--- config.mk ---
export PLATFORM = sky130hd
export DESIGN_NAME = nibble_serial_sub
export DESIGN_NICKNAME = d
export VERILOG_FILES = /design/src/rtl/nibble_serial_sub.sv
export SDC_FILE = /design/constraint.sdc
export NUM_CORES = 1
export LEC_CHECK = 0
export CAP_MARGIN = 20
export CORE_MARGIN = 3
export CORE_UTILIZATION = 30
export CTS_BUF_LIST = sky130_fd_sc_hd__clkbuf_4 sky130_fd_sc_hd__clkbuf_8 sky130_fd_sc_hd__clkbuf_16
export CTS_CLUSTER_SIZE = 16
export DETAILED_ROUTE_END_ITERATION = 8
export GPL_TIMING_DRIVEN = 1
export HOLD_SLACK_MARGIN = 0.02
export PLACE_DENSITY = 0.51
export SLEW_MARGIN = 20
export SYNTH_ARGS = -nofsm -noshare
export SYNTH_HDL_FRONTEND = slang
export SYNTH_SLANG_ARGS = --single-unit
--- constraint.sdc ---
create_clock -name clk -period 3.7 [get_ports clk]
set_clock_uncertainty 0.15 [all_clocks]
set_input_delay 0.555 -clock clk [delete_from_list [all_inputs] [get_ports clk]]
set_output_delay 0.555 -clock clk [all_outputs]
set_load 0.02 [all_outputs]
--- src/rtl/nibble_serial_sub.sv ---
// nibble_serial_sub: multi-cycle subtractor o = a - b, one 4-bit nibble per clock, LSB first.
// The borrow ripples between nibbles through a registered carry (carry = ~borrow).
// Optional feature macro: NIBBLE_SUB_OVF_EN drives v with the signed overflow of a - b;
// without it v is tied to 0.
module nibble_serial_sub #(
    parameter int unsigned WIDTH = 16
) (
    input  logic             clk,
    input  logic             rst,
    input  logic             in_valid,
    output logic             in_ready,
    input  logic [WIDTH-1:0] a,
    input  logic [WIDTH-1:0] b,
    output logic             out_valid,
    input  logic             out_ready,
    output logic [WIDTH-1:0] o,
    output logic             borrow,
    output logic             zero,
    output logic             v
);

    localparam int unsigned STEPS  = WIDTH / 4;
    localparam int unsigned STEP_W = (STEPS > 1) ? $clog2(STEPS) : 1;

    if ((WIDTH % 4 != 0) || (WIDTH < 4)) begin : gen_width_check
        $error("nibble_serial_sub: WIDTH must be a multiple of 4 and at least 4");
    end

    typedef enum logic [1:0] {StIdle, StBusy, StDone} state_e;

    state_e              state_q, state_d;
    logic [WIDTH-1:0]    a_q, a_d;
    logic [WIDTH-1:0]    b_q, b_d;
    logic [WIDTH-1:0]    o_q, o_d;
    logic                carry_q, carry_d;
    logic [STEP_W-1:0]   step_q, step_d;
    logic                borrow_q, borrow_d;
    logic                zero_q, zero_d;

    logic [3:0]          a_nib, b_nib;
    logic [4:0]          sum5;
    logic                last_step;

    // Current nibble of the operands and its sum with the inverted subtrahend plus carry.
    always_comb begin
        a_nib     = a_q[4*int'(step_q) +: 4];
        b_nib     = b_q[4*int'(step_q) +: 4];
        sum5      = {1'b0, a_nib} + {1'b0, ~b_nib} + {4'b0000, carry_q};
        last_step = (step_q == STEP_W'(STEPS - 1));
    end

    // Next-state logic for the FSM and datapath registers.
    always_comb begin
        state_d  = state_q;
        a_d      = a_q;
        b_d      = b_q;
        o_d      = o_q;
        carry_d  = carry_q;
        step_d   = step_q;
        borrow_d = borrow_q;
        zero_d   = zero_q;
        case (state_q)
            StIdle: begin
                if (in_valid) begin
                    a_d     = a;
                    b_d     = b;
                    carry_d = 1'b1;
                    step_d  = '0;
                    state_d = StBusy;
                end
            end
            StBusy: begin
                // Nibbles are written in place; o is only meaningful with out_valid.
                o_d[4*int'(step_q) +: 4] = sum5[3:0];
                carry_d                  = sum5[4];
                if (last_step) begin
                    step_d   = '0;
                    borrow_d = ~sum5[4];
                    zero_d   = (o_d == '0);
                    state_d  = StDone;
                end else begin
                    step_d = step_q + 1'b1;
                end
            end
            StDone: begin
                if (out_ready) begin
                    state_d = StIdle;
                end
            end
            default: state_d = StIdle;
        endcase
    end

    // State register with synchronous reset; a reset discards any partial result.
    always_ff @(posedge clk) begin
        if (rst) begin
            state_q  <= StIdle;
            a_q      <= '0;
            b_q      <= '0;
            o_q      <= '0;
            carry_q  <= 1'b1;
            step_q   <= '0;
            borrow_q <= 1'b0;
            zero_q   <= 1'b0;
        end else begin
            state_q  <= state_d;
            a_q      <= a_d;
            b_q      <= b_d;
            o_q      <= o_d;
            carry_q  <= carry_d;
            step_q   <= step_d;
            borrow_q <= borrow_d;
            zero_q   <= zero_d;
        end
    end

`ifdef NIBBLE_SUB_OVF_EN
    logic v_q;

    // Signed overflow: operand signs differ and the result sign differs from the minuend.
    always_ff @(posedge clk) begin
        if (rst) begin
            v_q <= 1'b0;
        end else if ((state_q == StBusy) && last_step) begin
            v_q <= (a_q[WIDTH-1] ^ b_q[WIDTH-1]) & (a_q[WIDTH-1] ^ sum5[3]);
        end
    end

    assign v = v_q;
`else
    assign v = 1'b0;
`endif

    assign in_ready  = (state_q == StIdle);
    assign out_valid = (state_q == StDone);
    assign o         = o_q;
    assign borrow    = borrow_q;
    assign zero      = zero_q;

endmodule
* Word-level counts from Yosys, hierarchy flattened *
Index checks and enable logic that the tools add are counted.

cells by class
  $lt $le $gt $ge = 0
  add/subtract/negate cells = 4
  mux-type cells = 10
  bitwise logic cells = 2
  reduce and logical (&&, ||, !) cells = 7
  shift-type cells = 4
  div/mod/pow operators = 0
  $mul = 0
  equal/unequal tests = 6

operator list
  cell                                                   count
  negator 4 -> 33 bit                                    1
  variable shift 4 x 33 -> 16 bit, first input constant  1
  variable part select 4 x 33 -> 16 bit                  1
  variable part select 16 x 5 -> 4 bit                   2
  bitwise mux 16 bit                                     1
  logical NOT 16 bit                                     1
  two-way mux 2 bit                                      5
  case mux 2 bit (3 select lines)                        1
  AND reduction 2 bit                                    3
  adder 4 x 4 -> 5 bit                                   1
  adder 5 x 1 -> 5 bit                                   1
  equality test 2 bit, second input constant             2
  inequality test 2 bit, second input constant           2
  NOT 4 bit                                              1
  case mux 2 bit (2 select lines)                        1
  AND reduction 3 bit                                    1
  adder 2 x 1 -> 2 bit, second input constant            1
  equality test 2 x 1 -> 1 bit, second input constant    1
  logical NOT 2 bit                                      1
  inequality test 2 x 1 -> 1 bit, second input constant  1
  case mux 1 bit (2 select lines)                        1
  nonzero test 2 bit                                     1
  two-way mux 1 bit                                      1
  NOT 1 bit                                              1

word-level totals
  bits in read-only memories = 0
  memories = 0
  bits in writable memories = 0
  latch bits = 0
  input port bits = 36
  output and inout bits = 21
  register bits = 55
  logic and storage cells = 41

* Logic depth before layout (Yosys ltp) *
Gate-level depths: netlist of run 1.

  word-level depth = 7
  depth in mapped cells = 11
  mapped depth without buffers = 9

* Worst setup path before layout of run 1 *
No wires, ideal clock.

  kind = register -> register
  start = register step_q[0]
  end = register zero_q, in the netlist zero
  required time = 3.481 ns
  stages on the path, launching flop included = 9
  clock period less this slack = 2.747 ns
  arrival = 2.528 ns
  buffers on the path = 2
  setup slack = 0.953 ns
  library setup time = 0.069 ns
  cell sequence = dfxtp_1 -> buf_6 -> buf_4 -> mux4_2 -> fa_1 -> inv_1 -> fa_1 -> o31a_1 -> o21ai_1

between the ends
  cells in the longest elaborated chain, start to end = 7
  elaborated cells between the ends (all ways) = 12
  those cells by class = add/sub: 3; eq/ne: 1; shift: 4; mux: 1; bitwise: 1; reduce/logical: 2

ends and longest elaborated chain
  what                                   line  RTL
  start, declared                        36    logic [STEP_W-1:0] step_q, step_d;
  start signal, assigned                 111   step_q <= step_d;
  variable part select 16 x 5 -> 4 bit   47    b_nib = b_q[4*int'(step_q) +: 4];
  NOT 4 bit                              48    sum5 = {1'b0, a_nib} + {1'b0, ~b_nib} + {4'b0000, carry_q};
  adder 4 x 4 -> 5 bit                   48
  adder 5 x 1 -> 5 bit                   48
  variable part select 4 x 33 -> 16 bit  74    o_d[4*int'(step_q) +: 4] = sum5[3:0];
  bitwise mux 16 bit                     74
  logical NOT 16 bit                     79    zero_d = (o_d == '0);
  end signal, assigned                   113   zero_q <= zero_d;
  end, declared                          38    logic zero_q, zero_d;

Parallel ways exist; a longest one is shown, timed or not.
A chain may end at the register's enable or synchronous reset.

* Final worst setup path of run 1 *
  start = register step_q[0]
  end = register o_q[2], in the netlist o[2]

between the ends
  cells in the longest elaborated chain, start to end = 6
  elaborated cells between the ends (all ways) = 9
  those cells by class = add/sub: 3; shift: 4; mux: 1; bitwise: 1

ends and longest elaborated chain
  what                                   line  RTL
  variable part select 16 x 5 -> 4 bit   47
  NOT 4 bit                              48
  adder 4 x 4 -> 5 bit                   48
  adder 5 x 1 -> 5 bit                   48
  variable part select 4 x 33 -> 16 bit  74
  bitwise mux 16 bit (*)                 74
  end signal, assigned                   100   o_q <= '0;
  end signal, assigned                   109   o_q <= o_d;
  end, declared                          34    logic [WIDTH-1:0] o_q, o_d;

Mark *: on every way between the ends. The rest lies on a longest branch, timed or not.

==> summary.md, run 1 <==
| Metric | Value |
|---|---|
| Initial core utilization | `a little under a third` |
| Routability Congestion | `roughly 0.80` |
| Max_cap viols | `0` |
| Gr ovfl total | `0` |
| Die ar. | `0.00966 mm²` |
| Tcrit/Tclk final | `between 70% and 80%` |
| CP Max Fanout | `8` |
| CTS sink cnt | `55` |
| DRT iter0 DRCs | `between 50 and 60` |
| Clock buffer depth | `2` |
| Port Buffers | `55` |
| Max layer used | `met4` |
| Core Area | `0.00826 mm²` |
| I/O pins | `57` |
| Largest net degree at the start of global routing | `57` |
| Row cnt | `33` |
| Seq/Total Area, Yosys | `a little over two fifths` |
| Routed len/inst | `roughly 13 µm` |
| TritonCTS clock tree | `yes` |
| Cell count after synthesis | `between 200 and 300` |
| Synthesized area | `between 0.002 and 0.003 mm²` |
| Worst reg2reg path depth | `9` |
| Initial antenna violation count | `0` |
| Post-Route WL | `5.99 mm` |
| Chip width | `about 98 µm` |
| R2R Setup Slk | `around 760 ps` |
| Met3 WL post-DR | `approximately 260 µm` |
| Most frequent cells in the layout | `nand2_1, dfxtp_1, clkdlybuf4s50_1` |
| Netlist cell types | `42` |
| Worst setup SP type | `flip-flop` |
| Critical path destination | `o[2]` |
| Synthesized area per cell | `about 8.5 µm²` |
| CP arrival | `about 3000 ps` |
| Most common cell after layout, fill and taps aside | `nand2_1` |
| Peak supply drop | `138 µV` |
| Setup crit start | `step_q[0]` |
| Setup violations, final | `0` |
| GRT Total Usage | `around an eighth` |
| Reg2reg start | `step_q[0]` |
| Setup WS pre-CTS | `about 700 ps` |
| Critical setup path kind | `reg -> reg` |
| CP Capture Type | `flip-flop` |
| Leak pwr | `1.17 nW` |
| CTS root buf | `clkbuf_8` |
| CTS clock-pin slew for the worst setup and hold paths | `100 ps` |
| Fin. Hold Viols | `0` |
| Cts repair resizes | `0` |
| DR pass1 iterations | `4` |
| FF+latch count, synth | `between 50 and 60` |
| Share of post-route cells with drive strength above 1 | `around 7.5%` |
| Post-DRT Antenna Nets | `0` |
| Worst-Margin Slew | `between 600 and 700 ps` |
| CP Data Required Time | `3790 ps` |
| Pins over their slew limit | `0` |
| Vias per cell | `4.86` |
| Post-DP HPWL | `around 4.4 mm` |
| Post-CTS Setup Bufs | `0` |
| Relative slew margins | `between 50% and 60%` |
| CTS Buf Count | `5` |
| Die H | `about 98 µm` |
| Maximum clock frequency | `between 300 and 400 MHz` |
| Nets | `392` |
| Clock period minus worst slack | `a little under 3000 ps` |
| Status | `finished clean` |
| Syn Nets | `346` |
| First-pass GRT wire length | `10.2 mm` |
| Detailed-route via count | `between 2000 and 2500` |
| Vias in the first global route | `~2100` |
| Antenna Cells | `0` |
| Pwr/cell area | `roughly 380 mW/mm²` |
| Routed length on met1 | `2.83 mm` |
| Reg area | `approximately 0.0011 mm²` |
| Area of the multi-input gates | `around 0.0013 mm²` |
| Fin worst setup slack | `between 700 and 800 ps` |
| Cts hold-fix bufs | `0` |
| RSZ-0062 raised after global routing | `false` |
| Drt drc | `0` |
| Setup_tns | `0 ps` |
| DR WL met2 | `roughly 2.8 mm` |
| H-tree levels | `2` |
| Worst-Skew Late Latency | `roughly 300 ps` |
| Reg2reg end | `o[2]` |
| Yosys Warn Count | `0` |
| Min-delay worst type | `reg -> reg` |
| Layout area overhead | `27.9%` |
| FILL cells | `approximately 870` |
layer usage:
metal | track usage [%] | vias up
met3 | 2.86 | 6
met5 | 0 | -
met4 | 3.47 | 0
li1 | - | 1109
met1 | 17.4 | 1027
met2 | 20.9 | 44
where the power goes:
part           switching (mW)  leakage [nW]  internal, mW
Combinational           0.142         0.670         0.121
Sequential             0.0205         0.449         0.620
Clock                   0.183        0.0470         0.147
flip-flops by register name, indices dropped and copies added (netlist names):
register	count
o	16
step_q	2
borrow	1
state_q	2
b_q	16
a_q	16
zero	1
carry_q	1
worst min-delay path by stage:
stage / startpoint / end / slack, ps / depth (start not counted)
6_report: b_q[13] / b_q[13] / 310 / 2
3_5_place_dp: b_q[15] / b_q[15] / 300 / 2
5_1_grt: a_q[1] / a_q[1] / 330 / 2
2_1_floorplan: a_q[10] / a_q[10] / 280 / 2
3_3_place_gp: a_q[3] / a_q[3] / 290 / 2
4_1_cts: b_q[11] / b_q[11] / 310 / 2
critical path, cell delays in order, from the launching register on:
cell and delay [ps]:
dfxtp_1 630, mux4_2 570, inv_1 100, fa_1 190, inv_1 60, fa_1 390
xor2_1 420, nor3b_1 240, a21oi_1 60, nor2_1 70
Yosys cell counts:
library cell	number	area (µm²)
nand2_1	76	285
dfxtp_1	55	1100
a21oi_1	41	205
nor2_1	21	78.8
a22oi_1	13	97.6
inv_1	10	37.5
clkbuf_1	9	33.8
ha_1	9	113
mux4_2	8	180
buf_2	5	25.0
nand2b_1	4	25.0
nor3_1	4	20.0
buf_4	3	22.5
nand3_1	3	15.0
nand3b_1	3	22.5
nor4_1	3	18.8
o21ai_1	3	15.0
fa_1	2	40.0
nor3b_1	2	15.0
o22ai_1	2	12.5
xor2_1	2	17.5
a2111oi_2	1	15.0
a211oi_2	1	12.5
a21o_1	1	7.51
a31oi_1	1	6.26
and2_1	1	6.26
and2b_1	1	7.51
and3_1	1	6.26
buf_1	1	3.75
buf_6	1	11.3
conb_1	1	3.75
mux2i_2	1	13.8
nand4_1	1	6.26
nor2_2	1	6.26
nor2b_1	1	6.26
nor4_2	1	12.5
o21a_1	1	7.51
o21ai_0	1	5.00
o2bb2ai_1	1	8.76
o31a_1	1	8.76
or2_1	1	6.26
or3b_4	1	11.3
metrics by stage:
stage | util [%] | area, µm² | hold WS, ps | power, mW | cells
2_1_floorplan | - | 2550 | 283 | 0.824 | 299
3_3_place_gp | 38.1 | 3150 | 290 | 0.915 | 442
3_5_place_dp | 38.1 | 3150 | 298 | 0.918 | 442
4_1_cts | 39.2 | 3240 | 313 | 1.25 | 449
5_1_grt | 39.6 | 3270 | 331 | 1.31 | 450
6_report | 39.6 | 3270 | 310 | 1.23 | 450
cells by family (layout without fill, tap and decap cells):
logic type	Yosys count	count (layout)	synth area share [%]
xor gates and xnor gates	2	2	0.686
other	1	1	0.147
AOI/OAI and AO/OA	67	67	15.7
and+or+nand+nor	125	125	21.5
DFF	55	55	43.1
muxes	9	9	7.59
adders and majority gates	11	11	5.98
buffers and inverters	29	75	5.24
area by class of cell:
cell class,count,area share (%)
Multi-Input combinational cell,215,40.4
Clock buffer,6,2.53
Clock inverter,1,0.153
Inverter,10,1.15
Timing Repair Buffer,58,18.0
Tap cell,105,4.02
Sequential cell,55,33.7
Power figures use the tool's default switching activity.
==> inputs of run 2 (changes only) <==
- PLACE_DENSITY: 0.51 -> 0.53
- clock period: 3.7 -> 2.6 ns (I/O delays scaled with it)
==> summary.md, run 2 (synthesized netlist as in run 1, its figures left out) <==
| Metric | Value |
|---|---|
| Pwr/cell area | `548 mW/mm² (was 378 mW/mm²)` |
| Die H | `98.3 µm (unchanged)` |
| Cts hold-fix bufs | `0 (unchanged)` |
| Initial core utilization | `30.9% (unchanged)` |
| Antenna Cells | `0 (unchanged)` |
| CP Data Required Time | `2700 ps (was 3790 ps)` |
| Delay-heaviest family, CP | `adder cells (was flip-flops)` |
| Pint | `1.28 mW (was 0.888 mW)` |
| TritonCTS clock tree | `yes (unchanged)` |
| Reg area | `0.00110 mm² (about the same)` |
| CP Capture Type | `flip-flop (unchanged)` |
| Peak supply drop | `215 µV (was 138 µV)` |
| I/O pins | `57 (unchanged)` |
| CP arrival | `2600 ps (was 3030 ps)` |
| Pins over their slew limit | `0 (unchanged)` |
| CTS clock-pin slew for the worst setup and hold paths | `110 ps (was 100 ps)` |
| FILL cells | `874 (unchanged)` |
| Chip width | `98.3 µm (unchanged)` |
| Maximum clock frequency | `399 MHz (was 341 MHz)` |
| CP Max Fanout | `4 (was 8)` |
| Vias per cell | `4.75 (was 4.86)` |
| GRT Total Usage | `12.8% (was 12.9%)` |
| Leak pwr | `1.19 nW (was 1.17 nW)` |
| Inst Count DP | `448 (was 442)` |
| Port Buffers | `55 (unchanged)` |
| Nets | `398 (was 392)` |
| Relative slew margins | `31.2% (was 57.5%)` |
| Routed len/inst | `13.1 µm (was 13.3 µm)` |
| Most frequent cells in the layout | `nand2_1, dfxtp_1, clkdlybuf4s50_1 (unchanged)` |
| Fin cells | `457 (was 450)` |
| Critical setup path kind | `reg -> reg (unchanged)` |
| Routability Congestion | `0.836 (was 0.800)` |
| Area of the multi-input gates | `0.00134 mm² (was 0.00132 mm²)` |
| Worst-Margin Slew | `1030 ps (was 636 ps)` |
| Net Switching | `0.546 mW (was 0.346 mW)` |
| Gr ovfl total | `0 (unchanged)` |
| Clock period minus worst slack | `2510 ps (was 2940 ps)` |
| Setup violations, final | `0 (unchanged)` |
| Slowest cell on crit path | `mux4_2 (was dfxtp_1)` |
| Share of post-route cells with drive strength above 1 | `11.1% (was 7.54%)` |
| Combinational Power Share | `21.9% (was 21.3%)` |
| Sw frac | `30.0% (was 28.1%)` |
| Layout area overhead | `30.2% (was 27.9%)` |
| CP Buf/Inv Count | `3 (was 2)` |
| Clock buffer depth | `2 (unchanged)` |
| Vias in the first global route | `2074 (was 2118)` |
| Core Area | `0.00826 mm² (unchanged)` |
| Row cnt | `33 (unchanged)` |
| CTS sink cnt | `55 (unchanged)` |
| Tcrit/Tclk final | `96.4% (was 79.4%)` |
| DR pass1 iterations | `4 (unchanged)` |
| First-pass GRT wire length | `10.1 mm (was 10.2 mm)` |
| Largest net degree at the start of global routing | `57 (unchanged)` |
| Most common cell after layout, fill and taps aside | `nand2_1 (unchanged)` |
| Worst setup SP type | `flip-flop (unchanged)` |
| Flop pwr share | `49.9% (was 51.9%)` |
| Status | `finished clean (unchanged)` |
| Fin. Hold Viols | `0 (unchanged)` |
| CP peak stage delay | `500 ps (was 630 ps)` |
| H-tree levels | `2 (unchanged)` |
| Setup_tns | `0 ps (unchanged)` |
| CTS Buf Count | `5 (unchanged)` |
| Post-DP HPWL | `4.56 mm (was 4.39 mm)` |
| CTS root buf | `clkbuf_8 (unchanged)` |
| Detailed-route via count | `2171 (was 2186)` |
| Drt drc | `0 (unchanged)` |
| Clock Power Share | `28.2% (was 26.8%)` |
| CP Cell Sequence | `mux4_2 -> inv_2 -> fa_2 -> inv_2 -> fa_2 -> xor2_1 -> buf_4 -> o31a_1 -> o21ai_1 (was mux4_2 -> inv_1 -> fa_1 -> inv_1 -> fa_1 -> xor2_1 -> nor3b_1 -> a21oi_1 -> nor2_1)` |
| Post-DRT Antenna Nets | `0 (unchanged)` |
| Min-delay worst type | `reg -> reg (unchanged)` |
| R2R Setup Slk | `90 ps (was 760 ps)` |
| Initial antenna violation count | `0 (unchanged)` |
| DRT iter0 DRCs | `110 (was 56)` |
| Die ar. | `0.00966 mm² (unchanged)` |
| RSZ-0062 raised after global routing | `true (was false)` |
| Worst-Skew Late Latency | `320 ps (was 300 ps)` |
| Post-Route WL | `6.00 mm (was 5.99 mm)` |
| Max_cap viols | `0 (unchanged)` |
-- run 2: final cells by class --
class                      instances  area share, %
sequential                        55           33.2
timing repair buffer              64           18.4
tap                              105           3.95
multi-input combinational        215           40.2
clock buffer                       5           2.07
inverter                          10           1.13
clock inverter                     3           1.02
-- run 2: layer usage --
layer	vias up	part of all wire (%)	GRT usage [%]
met4	0	0.98	3.47
met1	995	47	17.0
met2	51	48	21.0
met5	-	0	0
met3	7	4.4	2.93
li1	1118	-	-
-- run 2: final timing paths --
| path | start | end | depth (start not counted) |
|---|---|---|---|
| worst max-delay path | step_q[0] | zero | 9 |
| worst min-delay path | a_q[5] | a_q[5] | 2 |
| worst max register to register | step_q[0] | zero | 9 |
| worst min register to register | a_q[5] | a_q[5] | 2 |
-- run 2: tightest hold or removal path, stage by stage (launching register included) --
cell,delay (ps)
dfxtp_1,330
nand2_1,50
a21oi_1,50
-- run 2: power by group through the flow --
stage	clock [mW]	sequential, mW	combinational, mW
floorplan	0	0.926	0.257
global placement	0	0.931	0.391
detailed placement	0	0.930	0.393
CTS	0.530	0.911	0.395
global route	0.564	0.914	0.444
finish	0.514	0.908	0.398
-- run 2: what timing repair did --
action	CTS	global route
buffers inserted	0	1
resized for setup	0	3
endpoints found under the setup margin	0	7
-- run 2: per-stage QoR --
step | utilization, % | hold slack, ps | worst slack (ps) | power (mW) | area, µm²
after detailed placement | 38.8 | 298 | 57.6 | 1.32 | 3200
final | 40.3 | 311 | 94.3 | 1.82 | 3320
after CTS | 40.0 | 314 | 18.9 | 1.84 | 3310
after global placement | 38.8 | 298 | 111 | 1.32 | 3200
after global routing | 40.3 | 333 | -18.4 | 1.92 | 3320
after floorplan | - | 283 | 16.0 | 1.18 | 2570
